`src/rtl/toggle_edge_detect.sv`:
```
// Per-bit rise/fall toggle detector with sticky coverage map, saturating covered count and
// all-covered flag. Optional build macro TOGGLE_ONCE_EN: report each point only on first coverage.
module toggle_edge_detect #(
  parameter int unsigned WIDTH = 31,
  parameter int unsigned CNT_W = 16
) (
  input  logic               clock,
  input  logic               reset,
  input  logic               enable,
  input  logic               clear,
  input  logic [WIDTH-1:0]   sig,
  output logic [2*WIDTH-1:0] valid,
  output logic [CNT_W-1:0]   covered_cnt,
  output logic               all_covered
);

  localparam int unsigned NP = 2 * WIDTH;

  localparam logic [0:0] SAMPLE = 1'b0;
  localparam logic [0:0] RUN    = 1'b1;

  logic [0:0]       state_q, state_d;
  logic [WIDTH-1:0] sig_q;
  logic [NP-1:0]    covered_q, covered_d;
  logic [NP-1:0]    valid_q, valid_d;
  logic [CNT_W-1:0] cnt_q, cnt_d;
  logic             all_q, all_d;

  logic [NP-1:0]    hit;
  logic [NP-1:0]    new_pts;
  logic [CNT_W:0]   pop;
  logic [CNT_W:0]   sum;

  // Point 2i is bit i rising, point 2i+1 is bit i falling.
  always_comb begin
    hit = '0;
    for (int i = 0; i < int'(WIDTH); i++) begin
      hit[2*i]   = enable & sig[i] & ~sig_q[i];
      hit[2*i+1] = enable & ~sig[i] & sig_q[i];
    end
    new_pts = hit & ~covered_q;
    pop = '0;
    for (int i = 0; i < int'(NP); i++) begin
      pop = pop + {{CNT_W{1'b0}}, new_pts[i]};
    end
    sum = {1'b0, cnt_q} + pop;
  end

  always_comb begin
    state_d   = state_q;
    covered_d = covered_q;
    cnt_d     = cnt_q;
    all_d     = all_q;
    valid_d   = '0;
    if (clear) begin
      state_d   = SAMPLE;
      covered_d = '0;
      cnt_d     = '0;
      all_d     = 1'b0;
    end else if (state_q == SAMPLE) begin
      // Baseline capture only; reset/clear-release values never count as toggles.
      state_d = RUN;
    end else begin
      covered_d = covered_q | new_pts;
      cnt_d     = sum[CNT_W] ? {CNT_W{1'b1}} : sum[CNT_W-1:0];
      all_d     = &(covered_q | new_pts);
`ifdef TOGGLE_ONCE_EN
      valid_d   = new_pts;
`else
      valid_d   = hit;
`endif
    end
  end

  always_ff @(posedge clock or negedge reset) begin
    if (!reset) begin
      state_q   <= SAMPLE;
      sig_q     <= '0;
      covered_q <= '0;
      valid_q   <= '0;
      cnt_q     <= '0;
      all_q     <= 1'b0;
    end else begin
      state_q   <= state_d;
      sig_q     <= sig;
      covered_q <= covered_d;
      valid_q   <= valid_d;
      cnt_q     <= cnt_d;
      all_q     <= all_d;
    end
  end

  assign valid       = valid_q;
  assign covered_cnt = cnt_q;
  assign all_covered = all_q;

endmodule

```
`config.mk`:
```
export PLATFORM = sky130hd
export DESIGN_NAME = toggle_edge_detect
export DESIGN_NICKNAME = d
export VERILOG_FILES = /design/src/rtl/toggle_edge_detect.sv
export SDC_FILE = /design/constraint.sdc
export NUM_CORES = 1
export LEC_CHECK = 0
export BUFFER_PORTS_ARGS = -buffer_cell sky130_fd_sc_hd__buf_2
export CORE_MARGIN = 2
export CORE_UTILIZATION = 54
export CTS_BUF_LIST = sky130_fd_sc_hd__clkbuf_8
export CTS_CLUSTER_DIAMETER = 150
export CTS_CLUSTER_SIZE = 14
export DETAILED_ROUTE_END_ITERATION = 7
export PLACE_DENSITY = 0.78
export SLEW_MARGIN = 30
export SYNTH_ARGS = -nofsm -noshare
export SYNTH_HDL_FRONTEND = slang
export SYNTH_SLANG_ARGS = --single-unit
```
`constraint.sdc`:
```
create_clock -name clock -period 7.21 [get_ports clock]
set_input_delay 1.442 -clock clock [delete_from_list [all_inputs] [get_ports clock]]
set_output_delay 1.442 -clock clock [all_outputs]
set_load 0.02 [all_outputs]
```
## Yosys cells after proc, flatten, opt, wreduce, memory -nomap -nowiden

Cells that the tools add are included.

| cells by class | value |
|---|---|
| bitwise operators | 189 |
| add/sub/neg operators | 62 |
| reductions and logical operators | 2 |
| multiplexer cells | 10 |

Operators with widths:

| operator | number |
|---|---|
| $add A17 B1 Y17 | 45 |
| $mux W62 | 4 |
| $and A1 B1 Y1 | 124 |
| $and A62 B62 Y62 | 1 |
| $not A1 Y1 | 62 |
| $not A62 Y62 | 1 |
| $or A62 B62 Y62 | 1 |
| $reduce_and A62 Y1 | 1 |
| $mux W16 | 3 |
| $add A16 B1 Y17 | 1 |
| $add A16 B17 Y17 | 1 |
| $add A15 B1 Y16 | 1 |
| $add A14 B1 Y15 | 1 |
| $add A13 B1 Y14 | 1 |
| $add A12 B1 Y13 | 1 |
| $add A11 B1 Y12 | 1 |
| $add A10 B1 Y11 | 1 |
| $add A9 B1 Y10 | 1 |
| $add A8 B1 Y9 | 1 |
| $add A7 B1 Y8 | 1 |
| $add A6 B1 Y7 | 1 |
| $add A5 B1 Y6 | 1 |
| $add A4 B1 Y5 | 1 |
| $add A3 B1 Y4 | 1 |
| 4 further kinds | 6 |

| word-level totals | value |
|---|---|
| output and inout port bits | 79 |
| input port bits | 35 |
| logic and storage cells | 269 |
| register bits after elaboration | 173 |

## Longest topological paths before layout

| depth | value |
|---|---|
| depth after elaboration | 69 |
| gate-level depth with buffers | 26 |
| depth with buffers taken out | 22 |

## Least setup slack after synthesis

OpenSTA, ideal clock, no wires.

| timing path | value |
|---|---|
| path kind | input to register |
| start point | input enable |
| end point | register cnt_q[3] (netlist: covered_cnt[3]) |
| data required time | 7,087 ps |
| path slack | -1,728 ps |
| stages | 23 |
| buffers on the path | 4 |
| data arrival time | 8,816 ps |
| setup time | 123 ps |
| cells stage by stage | clkbuf_1 clkbuf_1 buf_1 nand3b_1 fa_1 inv_1 fa_1 inv_1 fa_1 fa_1 fa_1 fa_1 fa_1 inv_1 fa_1 fa_1 fa_1 a211oi_1 o21ai_0 o211ai_1 clkbuf_1 nand2_1 o221a_2 |

| between the ends | value |
|---|---|
| cells in the longest elaborated chain, start to end | 68 |
| elaborated cells on any way between the ends | 190 |
| those cells by class | add/sub (62); mux (3); bitwise (125) |

Ends and longest elaborated chain:

| element | line | RTL |
|---|---|---|
| start, declared | 9 | `input logic enable,` |
| $and A1 B1 Y1, on equally long branches (2 in series) | 38, 39 |  |
| $and A62 B62 Y62 (*) | 41 | `new_pts = hit & ~covered_q;` |
| $add A1 B1 Y2 | 44 | `pop = pop + {{CNT_W{1'b0}}, new_pts[i]};` |
| $add A2 B1 Y3 | 44 |  |
| $add A3 B1 Y4 | 44 |  |
| $add A4 B1 Y5 | 44 |  |
| $add A5 B1 Y6 | 44 |  |
| $add A6 B1 Y7 | 44 |  |
| [... 8 more ...] | n/a |  |
| $add A15 B1 Y16 | 44 |  |
| $add A16 B1 Y17 | 44 |  |
| $add A17 B1 Y17 (44 in series) | 44 |  |
| $add A17 B1 Y17 (*) | 44 |  |
| $add A16 B17 Y17 (*) | 46 | `sum = {1'b0, cnt_q} + pop;` |
| $mux W16 (*) | 65 | `cnt_d = sum[CNT_W] ? {CNT_W{1'b1}} : sum[CNT_W-1:0];` |
| $mux W16 (*) | 60 | `end else if (state_q == SAMPLE) begin` |
| $mux W16 (*) | 55 | `if (clear) begin` |
| end signal, assigned | 88 | `cnt_q <= cnt_d;` |
| end, declared | 26 | `logic [CNT_W-1:0] cnt_q, cnt_d;` |

Mark *: on every way between the ends. The rest lies on a longest branch, timed or not. The select of a mux whose other input is x is not followed.
A chain may end at the register's enable or synchronous reset.

## Worst setup path in the final report

| timing path | value |
|---|---|
| start point | input enable |
| end point | register cnt_q[7] (netlist: covered_cnt[7]) |

The elaborated chain is that of the path after synthesis.

==> results.md <==
Run status:
- The run finished, with violations left.
- The checks that failed: negative setup slack.

Timing:
- The count of final max-slew check failures came to 0.
- The worst pin sits at a relative slew slack of 32.7%.
- Derived from the worst setup path, the maximum achievable clock frequency is 0.133 GHz.
- The total count of hold-check failures in the final report is 0.
- The final period demand of the worst path is 7.53 ns.
- Hold timing on the final database bottoms out at a slack of 0.490 ns.
- Setup repair after global routing could not meet its margin everywhere.
- The clock arrives with 0.0172 ns of skew.
- Once routing completed, OpenROAD measured the worst setup slack at -0.321 ns.
- The final critical-path share of the clock period is 104%.
- For the pin with the worst max-slew slack, the measured transition is 1.01 ns.
- The final setup violation count is 16.

Critical path:
- STA classifies the critical path startpoint as an input port.
- The count of cells along the worst register-to-register path is 21.
- The largest single stage delay on the critical path is 0.57 ns.
- The signal arrival time at the worst endpoint is 7.90 ns.
- Data on the critical path is required at its endpoint by 7.58 ns.
- The worst setup path is of the input port to register kind.
- The largest fanout on the critical path is 8.
- Traced cell by cell, the critical path runs through buf_16, buf_12, nand3_4, fa_1, fa_1, inv_1, fa_1, inv_2, fa_1, fa_1, fa_1, fa_1, inv_2, fa_1, fa_2, fa_2, a211oi_2, o21ai_2, o211ai_1, buf_4, nand2_4, o221a_2.
- The slowest stage of the critical path is the fa_1 cell.
- The cell repeated most along the worst path is fa_1.
- The category of the worst setup path capture point is a register.

Routing:
- The total via count in the routed design is 6905.
- After detailed routing, the number of vias per cell comes to 5.74.
- In this run the remaining antenna-violating nets after routing total 0.
- For this block, the routed nets add up to 23700 um of wire.
- The DRC violation total after the first TritonRoute iteration is 633.
- For this run, the detailed router's first-pass iteration total came to 6.
- The routed length per instance is 19.7 um.
- The count of unresolved DRC violations after routing is 0.

Power:
- In this run the static leakage power is 6.01 nW.
- The clock network accounts for 19.2% of the total power.
- The power density over the cells is 317 mW/mm^2.
- The share of total power dissipated in combinational logic is 51.0%.
- Summed over all nets, the switching power comes to 1.31 mW.
- The internal power of the cells totals 2.23 mW.
- IR analysis of the VDD net gives a maximum drop of 542 uV.
- The switching share of power is 36.9%.
- The share of total power dissipated in sequential elements is 29.8%.
- After layout, the design draws a total of 3.54 mW.

Floorplanning:
- The core region is 0.0159 mm^2.
- For this configuration, the core starts out at a cell density of 55.4%.
- The total die area is 0.0173 mm^2.
- The die width is 132 um.
- Pin placement for this block handled 114 I/O pins.
- The height of the chip is 132 um.
- After floorplanning, the core was divided into 46 placement rows.

Clock network:
- TritonCTS built the clock tree.
- The longest clock path from root to sink contains 2 buffers.
- The number of clock buffers added by TritonCTS is 17.
- The clock latency at the later pin of the worst-skew pair is 0.48 ns.
- The clock slew seen by the registers of the worst setup and hold paths is 0.10 ns.
- Counting every sink on the clock net gives 173.
- The count of H-tree levels built during CTS is 4.
- In this run the clock root is driven by a clkbuf_8.

Placement:
- Once detailed placement completed, the half-perimeter wirelength came to 17100 um.
- The number of port buffers is 113.
- Routability-driven placement finished with a final weighted congestion of 0.913.
- The count of placed standard cells including taps is 1153.
- The setup slack after placement is -1.05 ns.

Hold path:
- The class of the tightest hold or removal check is register to register.
- Counting instances, the worst hold path has a depth of 1.

GRT:
- The number of antenna violations at the first check in global routing is 0.
- Global routing finished with a remaining overflow of 0.
- The pin count of the biggest net entering global routing is 104.
- The wire length of the first global-routing pass is 38400 um.
- The via count of the first global-routing pass came to 7130.
- The all-layer global routing usage is 28.8%.

Final layout:
- Cells with a size suffix above 1 make up 30.8% of the layout.
- Compared with the post-synthesis result, the final layout area differs by 27.0%.
- At the end of the flow, the number of nets in the layout was 1091.
- The number of standard cells in the final layout excluding fillers is 1203.
- The filler cells instantiated in the layout total 1171.
- 0 antenna diodes ended up in the layout.

Yosys:
- The average cell area after synthesis is 11.4 um^2.
- The area fraction in and, or, nand and nor cells after synthesis is 16.9%.
- The main flop type after synthesis is dfrtp_1.
- After synthesis, flip-flops and latches occupy 49.2% of the total area.
- The distinct cell type count of the synthesized netlist is 55.
- The share of synthesized flip-flops with an asynchronous set or reset is 100%.
- The combinational family with the most area after synthesis is simple AND/OR/NAND/NOR gates.
- The portion of synthesized area spent on multiplexers is 0%.
- The xor and xnor fraction of the mapped netlist area is 0.697%.
- The number of flops mapped to enable cells by yosys is 0.
- The net count after synthesis is 886.
- For this run, the number of Yosys warnings is 0.
- The netlist area before placement is 0.00879 mm^2.
- Synthesis inferred 173 register bits.
- Synthesis handed over a netlist of 769 instances.
- After Yosys synthesis, full adders, half adders and majority gates account for 16.3% of the synthesized area.
- The share of the synthesized area in compound gates (AO/OA/AOI/OAI) is 12.2%.

Flow run:
- The max-capacitance violation count is 0.
-- final cells by class --
type	instances	area (um^2)	area share, %
Multi-Input combinational cell	491	4390	39.3
Sequential cell	173	4330	38.8
Timing Repair Buffer	217	1490	13.4
Inverter	74	294	2.63
Tap cell	216	270	2.42
Clock buffer	18	248	2.22
Clock inverter	14	144	1.29
-- layout by cell type, fill, tap and decap left out, types with 6 or more instances in the layout --
| master | count |
|---|---|
| a21o_1 | 49 |
| a21oi_1 | 13 |
| a311oi_1 | 6 |
| and3_1 | 41 |
| buf_2 | 108 |
| buf_4 | 96 |
| clkbuf_8 | 19 |
| dfrtp_1 | 173 |
| fa_1 | 50 |
| ha_1 | 28 |
| inv_1 | 73 |
| nand2_1 | 19 |
| nand2b_1 | 19 |
| nand3_1 | 8 |
| nand3b_1 | 32 |
| nand4_1 | 8 |
| nor2_1 | 36 |
| nor2b_1 | 25 |
| nor2b_2 | 6 |
| nor2b_4 | 7 |
| nor3_1 | 11 |
| o21ai_0 | 7 |
| o22ai_1 | 23 |
-- registers in the layout (all words and copies together), names as in the netlist --
register / cells
covered_cnt: 16
all_covered: 1
state_q: 1
covered_q: 62
valid: 62
sig_q: 31
-- cell families after synthesis --
logic type | count (synthesis)
AND/OR/NAND/NOR | 253
flip-flops | 173
AO/OA/AOI/OAI | 149
buffers and inverters | 105
adder cells (fa/ha/maj) | 82
XOR/XNOR | 7
-- power groups by stage --
| stage | clock network, mW | registers [mW] | logic, mW |
|---|---|---|---|
| 2_1_floorplan | 0 | 1.08 | 1.03 |
| 3_3_place_gp | 0 | 1.07 | 1.60 |
| 3_5_place_dp | 0 | 1.07 | 1.63 |
| 4_1_cts | 0.690 | 1.05 | 1.67 |
| 5_1_grt | 0.730 | 1.06 | 2.06 |
| 6_report | 0.681 | 1.05 | 1.81 |
-- final timing paths --
| kind | from | endpoint | slack (ns) |
|---|---|---|---|
| max | enable | covered_cnt[7] | -0.32 |
| min | covered_q[56] | covered_q[56] | 0.49 |
| max reg2reg | sig_q[22] | covered_cnt[7] | 0.31 |
| min reg2reg | covered_q[56] | covered_q[56] | 0.49 |
| max in group asynchronous | reset | covered_q[18] | 5.00 |
| min in group asynchronous | reset | covered_q[16] | 1.07 |
-- per-layer routing --
metal  up-vias  global-route usage (%)  part of all wire (%)
met4         0                    11.5                   3.3
met3        53                    5.13                   5.7
met2       281                    46.8                    49
li1       3070                       -                     -
met5         -                       0                     0
met1      3501                    38.8                    42
-- cell usage after synthesis, types with 5 or more instances --
| master | instances | area share, % |
|---|---|---|
| clkbuf_1 | 25 | 1.1 |
| nand3_1 | 12 | 0.68 |
| ha_1 | 28 | 4.0 |
| xnor2_1 | 5 | 0.50 |
| nor2_1 | 36 | 1.5 |
| o21ai_0 | 8 | 0.46 |
| a311oi_1 | 10 | 1.0 |
| and3_1 | 41 | 2.9 |
| dfrtp_1 | 173 | 49 |
| nor2b_1 | 38 | 2.7 |
| o22ai_1 | 25 | 1.8 |
| nand3b_1 | 32 | 2.7 |
| nor3_1 | 18 | 1.0 |
| nand2b_1 | 20 | 1.4 |
| fa_1 | 54 | 12 |
| nand4_1 | 8 | 0.57 |
| inv_1 | 73 | 3.1 |
| nand2_1 | 20 | 0.85 |
| a21oi_1 | 17 | 0.97 |
| a21o_1 | 49 | 4.2 |
| a22o_1 | 6 | 0.60 |
-- critical path: cells and delay by family --
kind | cells | cell delay, ns
adders and majority gates | 10 | 4.87
AOI/OAI and AO/OA | 4 | 0.83
buffers and inverters | 6 | 0.56
and+or+nand+nor | 2 | 0.15
-- stage by stage --
| step | instance area (um^2) | utilization [%] | setup TNS, ns |
|---|---|---|---|
| final | 11200 | 70.3 | -3.91 |
| after global routing | 11200 | 70.3 | -6.61 |
| after CTS | 11000 | 69.3 | -2.73 |
| after detailed placement | 10300 | 64.8 | -15.25 |
| after global placement | 10300 | 64.8 | -13.43 |
| after floorplan | 8980 | - | -10.21 |
-- what timing repair did --
item,4_1_cts,5_1_grt
buffers inserted,11,7
endpoints found under the setup margin,16,16
pin swaps,22,17
cloned,1,0
resized for setup,49,18
hold buffers,0,0
endpoints found under the hold margin,0,0
No activity file was read; power rests on OpenSTA's default activity.
